### config.mk
export PLATFORM = sky130hd
export DESIGN_NAME = dch
export DESIGN_NICKNAME = d
export VERILOG_FILES = /design/src/rtl/dch_pkg.sv /design/src/rtl/dch_prescaler.sv /design/src/rtl/dch.sv
export SDC_FILE = /design/constraint.sdc
export NUM_CORES = 1
export LEC_CHECK = 0
export BUFFER_PORTS_ARGS = -buffer_cell sky130_fd_sc_hd__buf_4
export CAP_MARGIN = 5
export CORE_UTILIZATION = 50
export CTS_CLUSTER_SIZE = 20
export DETAILED_ROUTE_END_ITERATION = 8
export PLACE_DENSITY = 0.76
export SLEW_MARGIN = 25
export SYNTH_ARGS = -nofsm -noshare
export SYNTH_HDL_FRONTEND = slang
export SYNTH_SLANG_ARGS = --single-unit
### constraint.sdc
create_clock -name dch_clk -period 4.1 [get_ports dch_clk]
set_clock_uncertainty 0.2 [all_clocks]
set_input_delay 0.41 -clock dch_clk [delete_from_list [all_inputs] [get_ports dch_clk]]
set_output_delay 0.41 -clock dch_clk [all_outputs]
set_load 0.03 [all_outputs]
### src/rtl/dch_pkg.sv
// Shared definitions for the down counter with clock control:
// default width, rate/underflow encodings and prescaler sizing.
package dch_pkg;

  localparam int DCH_WIDTH = 4;

  localparam logic DCH_MODE_WRAP   = 1'b0;
  localparam logic DCH_MODE_RELOAD = 1'b1;

  localparam logic DCH_SEL_FAST = 1'b0;
  localparam logic DCH_SEL_DIV  = 1'b1;

  // Bits needed to hold 0..value-1; never less than one bit.
  function automatic int dch_clog2(input int value);
    int r;
    r = 0;
    for (int i = 0; i < 31; i++) begin
      if (((value - 1) >> i) != 0) r = i + 1;
    end
    return (r < 1) ? 1 : r;
  endfunction

endpackage

### src/rtl/dch_prescaler.sv
// Step-rate generator: passes the enable straight through in fast mode,
// or divides enabled clocks by DIV in divided mode.
module dch_prescaler
  import dch_pkg::*;
#(
  parameter int DIV = 100000000
) (
  input  logic clk,
  input  logic rst,
  input  logic en,
  input  logic sel,
  input  logic clr,
  output logic tick
);

  localparam int            PW   = dch_clog2(DIV);
  localparam logic [PW-1:0] LAST = PW'(DIV - 1);

  logic [PW-1:0] cnt_q, cnt_d, base;
  logic          sel_q, sel_d;

  always_comb begin
    sel_d = sel;
    tick  = 1'b0;
    cnt_d = '0;
    // A rate change restarts the divide sequence on the edge that sees it.
    base  = (sel != sel_q) ? '0 : cnt_q;
    if (clr) begin
      cnt_d = '0;
    end else if (sel == DCH_SEL_FAST) begin
      tick = en;
    end else if (en) begin
      if (base == LAST) tick = 1'b1;
      else              cnt_d = base + PW'(1);
    end else begin
      cnt_d = base;
    end
  end

  always_ff @(posedge clk or negedge rst) begin
    if (!rst) begin
      cnt_q <= '0;
      sel_q <= DCH_SEL_FAST;
    end else begin
      cnt_q <= cnt_d;
      sel_q <= sel_d;
    end
  end

endmodule

### src/rtl/dch.sv
// Down counter with selectable step rate, synchronous load, wrap/reload on
// underflow, zero flag and a registered terminal-count pulse.
module dch
  import dch_pkg::*;
#(
  parameter int WIDTH = DCH_WIDTH,
  parameter int DIV   = 100000000
) (
  input  logic             dch_clk,
  input  logic             dch_rst,
  input  logic             dch_en,
  input  logic             dch_sel,
  input  logic             dch_load,
  input  logic [WIDTH-1:0] dch_d,
  input  logic             dch_mode,
  output logic [WIDTH-1:0] dch_q,
  output logic             dch_zero,
  output logic             dch_tc
);

  logic [WIDTH-1:0] cnt_q, cnt_d;
  logic             tc_q, tc_d;
  logic             tick;

  dch_prescaler #(.DIV(DIV)) u_prescaler (
    .clk  (dch_clk),
    .rst  (dch_rst),
    .en   (dch_en),
    .sel  (dch_sel),
    .clr  (dch_load),
    .tick (tick)
  );

  always_comb begin
    cnt_d = cnt_q;
    tc_d  = 1'b0;
    // Load wins over any coincident tick; the tick is simply dropped.
    if (dch_load) begin
      cnt_d = dch_d;
    end else if (tick) begin
      if (cnt_q != '0) begin
        cnt_d = cnt_q - WIDTH'(1);
      end else begin
        tc_d  = 1'b1;
        cnt_d = (dch_mode == DCH_MODE_RELOAD) ? dch_d : '1;
      end
    end
  end

  always_ff @(posedge dch_clk or negedge dch_rst) begin
    if (!dch_rst) begin
      cnt_q <= '1;
      tc_q  <= 1'b0;
    end else begin
      cnt_q <= cnt_d;
      tc_q  <= tc_d;
    end
  end

  assign dch_q    = cnt_q;
  assign dch_tc   = tc_q;
  assign dch_zero = (cnt_q == '0);

endmodule

# Yosys cells after proc, flatten, opt, wreduce, memory -nomap -nowiden
# Cells that the tools add are included.
classes:
  addsub: 2
  eq_ne: 2
  muxes: 16
  n_reduce_logical: 3
ops:
  columns: ["op", "count"]
  rows:
  - ["27-bit 2-to-1 mux", 5]
  - ["27-bit by 1-bit adder with 27-bit output, second input constant", 1]
  - ["27-bit equality test, second input constant", 1]
  - ["4-bit 2-to-1 mux", 4]
  - ["1-bit 2-to-1 mux", 7]
  - ["4-bit logical NOT", 1]
  - ["4-bit nonzero test", 1]
  - ["4-bit by 1-bit subtractor with 4-bit output, second input constant", 1]
  - ["2-bit nonzero test", 1]
  - ["1-bit != test", 1]
word_totals:
  regBits: 33
  in_bits: 10
  output_inout_bits: 6
  wordCells: 27

# Longest topological paths before layout
logic_depth:
  word_depth: 9
  ltp_mapped: 10
  mapped_depth_nobuf: 8

# By module
# A second synthesis with hierarchy kept.
hier_totals:
  cells_unflattened: 190
  area_unflattened_um2: 1835.5
by_module_without_submodules:
  columns: ["mod", "n_inst", "cells_per_inst", "area_per_inst_um2", "seq_area_each_um2"]
  rows:
  - ["dch_prescaler", 1, 153, 1512.7, 700.7]
  - ["dch", 1, 37, 322.8, 130.1]

# Least setup slack after synthesis
# OpenSTA, ideal clock, no wires.
synth_timing:
  kind: "register to register"
  startpoint: "register u_prescaler.sel_q"
  endpoint: "register cnt_q[2], in the netlist dch_q[2]"
  setup_time_ns: 0.082
  arrival_time_ns: 2.518
  required_ns: 3.818
  slack_ns: 1.301
  path_stages_with_launch: 10
  path_buffers: 1
  synth_period_minus_slack_ns: 2.799
  cell_sequence: "dfrtp_1 > xnor2_1 > clkbuf_1 > and2_1 > ha_1 > nand4_1 > nor3_1 > nand4_4 > and4_1 > a211o_1"
synth_via:
  elab_chain_cells: 8
synth_lines:
  columns: ["element", "line_no", "text"]
  rows:
  - ["from (decl)", "dch_prescaler.sv:20", "logic sel_q, sel_d;"]
  - ["from (signal assigned)", "dch_prescaler.sv:46", "sel_q <= sel_d;"]
  - ["1-bit != test", "dch_prescaler.sv:27", "base = (sel != sel_q) ? '0 : cnt_q;"]
  - ["27-bit 2-to-1 mux", "dch_prescaler.sv:27", null]
  - ["27-bit equality test", "dch_prescaler.sv:33", "if (base == LAST) tick = 1'b1;"]
  - ["1-bit 2-to-1 mux", "dch_prescaler.sv:33", null]
  - ["1-bit 2-to-1 mux", "dch_prescaler.sv:32", "end else if (en) begin"]
  - ["1-bit 2-to-1 mux", "dch_prescaler.sv:30", "end else if (sel == DCH_SEL_FAST) begin"]
  - ["1-bit 2-to-1 mux", "dch_prescaler.sv:28", "if (clr) begin"]
  - ["2-bit nonzero test (no source line)", null, null]
  - ["to (signal assigned)", "dch.sv:55", "cnt_q <= cnt_d;"]
  - ["to (decl)", "dch.sv:21", "logic [WIDTH-1:0] cnt_q, cnt_d;"]
# No other way between the ends.
# A chain may end at the register's enable or synchronous reset.

# Worst setup path in the final report
layout_timing:
  startpoint: "register u_prescaler.sel_q"
  endpoint: "register cnt_q[0], in the netlist dch_q[0]"
# The elaborated chain is that of the path after synthesis.

==> results by group <==
Clocking
  – # H-tree levels: 2
  – Clock Sinks: 33
  – Postcts setup bufs: 0
  – CTS tree: yes
  – CTS max path bufs: 2
  – Clk root buf: clkbuf_8
  – Clk Latency, worst-skew pair: 290 ps
  – Worst-path clk slew: 60 ps
  – Num CTS Buffers: 5

Die
  – Initial core utilization: 0.545
  – Chip width: 63.5 um
  – Total core area: 3470 um2
  – Die area: a little over 4000 um2
  – Die height: 63.5 um
  – # IOs: 16
  – Site Rows: 21

Yosys
  – Area share of the largest cell type after synthesis: 0.384
  – FFs w/ async S/R, synth: 1.00
  – Syn nets: 216
  – Synth Register Bits: 33
  – Number of synthesized flops with an enable pin: 0
  – YS warnings: 0
  – Post-Syn Instances: 204
  – Synth area leader: dfrtp_1
  – Seq/Total Area, Yosys: 0.440
  – Predominant post-synthesis flop cell: dfrtp_1
  – Syn avg cell area: roughly 9 um2
  – Post-synth cell types: 43
  – Synth area leaders: dfrtp_1 38%, nor2_1 6.6%, xnor2_1 6.5%, dfstp_2 5.6%, xor2_1 5.1%
  – Synthesized area: 1890 um2

Worst setup path
  – Sequence of cells on the critical path: xnor2_1, buf_4, and2_1, ha_1, nand4_1, nor3_1, nand4_4, and3_1, a211oi_1
  – Crit path arrival time: 2860 ps
  – CP max-delay cell: nor3_1
  – Setup CP Type: register to register
  – Crit start category: register
  – Worst EP required: 4080 ps
  – CP bufs+invs: 1
  – Crit-path max cell delay: 520 ps
  – CP Max Fanout: 11
  – CP Capture Type: register
  – CP top delay family: simple AND/OR/NAND/NOR gates

Global route
  – Vias in the first global route: between 1k and 1.5k
  – Largest net degree at the start of global routing: 34
  – Grt total ovfl: 0
  – Antenna violations before repair: 0
  – Global-route wire length before repair: 6680 um
  – Total GRT Usage: 0.219

Pwr
  – Pwr Density: 318 nW/um2
  – Pwr Total: 0.684 mW
  – VDD IR max: 0.000249 V
  – Leakage: slightly below 0.9 nW

Placement
  – Input/output buffers: 15
  – DP Area: 2050 um2
  – RePlAce Congestion: 0.819
  – Post-DP HPWL: 2610 um

Timing
  – Setup Viol. Count Final: 0
  – Slew Viols, Final: 0
  – Setup TNS: 0 ps
  – Worst Tran Pin Value: 606 ps
  – Worst slew margin: 0.594
  – Fin crit period: 2870 ps
  – Fmax: 348 MHz
  – Crit share post-route: 0.701
  – Final Hold Fails: 0
  – RSZ-0062 raised after global routing: false
  – Hold_ws: 89.9 ps

Drt
  – Wirelength per Cell: 13.9 um
  – Initial DRT Pass Iterations: 4
  – Antenna viol nets, final: 0
  – DR iter-0 viols: 68
  – # DRC: 0
  – DR vias/cell: between 5 and 6
  – Via Count: 1500
  – Final WL: 3770 um

Worst hold path
  – Hold Path Class: primary input to register

Finish
  – Final net count: between 200 and 250
  – Share of layout cells above drive strength 1: 0.160
  – N_diodes: 0
  – Final instance area: between 2000 and 2500 um2
  – Filler cells: 306
  – Area Overhead vs Synth: 13.8%

Status
  – Status: completed

Run
  – Max-cap violations: 0
==> cell families after synthesis <==
logic type,count (synthesis),share of synthesized area
muxes,3,0.0159
and+or+nand+nor,111,0.323
AOI/OAI and AO/OA,16,0.0556
buffers and inverters,13,0.0285
adders and majority gates,2,0.0132
xor gates and xnor gates,26,0.125
DFF,33,0.440
==> Yosys cell counts (all sizes together), types with 2 or more instances <==
library cell,instances
o21ai,2
and3,5
buf,3
and2,3
a21oi,5
nand2,20
mux2i,3
dfstp,4
a31oi,2
nor3,8
nand3,11
nor3b,2
xor2,12
inv,9
nand2b,2
nand4,12
dfrtp,29
ha,2
xnor2,14
nand4b,2
nor2b,3
nor2,33
nor4,5
==> final cells by class <==
cell class | instances | area [um2] | share of cell area
sequential | 33 | 831 | 0.386
inverter | 9 | 33.8 | 0.0157
clock buffer | 7 | 86.3 | 0.0401
timing repair buffer | 18 | 138 | 0.0640
multi-input combinational | 158 | 1000 | 0.467
tap | 46 | 57.6 | 0.0268
==> cell usage in the layout (no fill, tap or decap), types with 2 or more instances in the layout <==
cell type / count
xor2_1: 11
nor3_2: 3
mux2i_1: 3
a21oi_1: 5
xnor2_1: 14
nor2_1: 33
inv_1: 9
nand2_1: 20
dfstp_2: 4
nand2b_1: 2
nor3_1: 5
dfrtp_1: 29
buf_4: 17
ha_1: 2
o21ai_0: 2
nand4_1: 11
nor2b_1: 3
nor4_1: 4
and2_1: 3
a31oi_1: 2
nand3_1: 10
nor3b_1: 2
clkbuf_8: 6
and3_1: 5
nand4b_1: 2
==> sequential cells by signal, indices dropped and copies added, names as in the netlist <==
register and flops:
dch_tc 1, u_prescaler.cnt_q 27, dch_q 4, u_prescaler.sel_q 1
==> final timing paths <==
kind	end	slack (ps)	depth (start not counted)	start
worst min-delay path	u_prescaler.sel_q	90	1	dch_sel
min in group asynchronous	u_prescaler.cnt_q[10]	400	2	dch_rst
worst min register to register	dch_q[1]	320	2	dch_q[1]
worst max-delay path	dch_q[0]	1230	9	u_prescaler.sel_q
max in group asynchronous	dch_q[1]	2960	2	dch_rst
worst max register to register	dch_q[0]	1230	9	u_prescaler.sel_q
==> per-stage QoR <==
step                worst slack (ps)  cells  utilization
finish                          1230    271        0.620
global route                     962    271        0.620
CTS                             1220    271        0.620
detailed placement              1120    263        0.592
global placement                1180    263        0.592
floorplan                       1300    204            -
==> metal layers <==
| layer | vias up | wire [um] | global-route usage |
|---|---|---|---|
| met5 | - | 0 | 0 |
| met4 | 0 | 63 | 0.0938 |
| met3 | 6 | 122 | 0.0489 |
| met2 | 30 | 1690 | 0.326 |
| met1 | 714 | 1900 | 0.305 |
| li1 | 750 | - | - |
==> where the power goes <==
group          total, mW  internal, mW  switching, mW
registers          0.348         0.338        0.00976
clock network      0.248         0.133          0.114
logic             0.0891        0.0347         0.0543
total              0.684         0.506          0.179
==> timing repair <==
action                    CTS  global route
hold endpoints to repair   29             0
resized for setup           0             0
hold buffers                1             0
(Power assumes the default switching activity.)
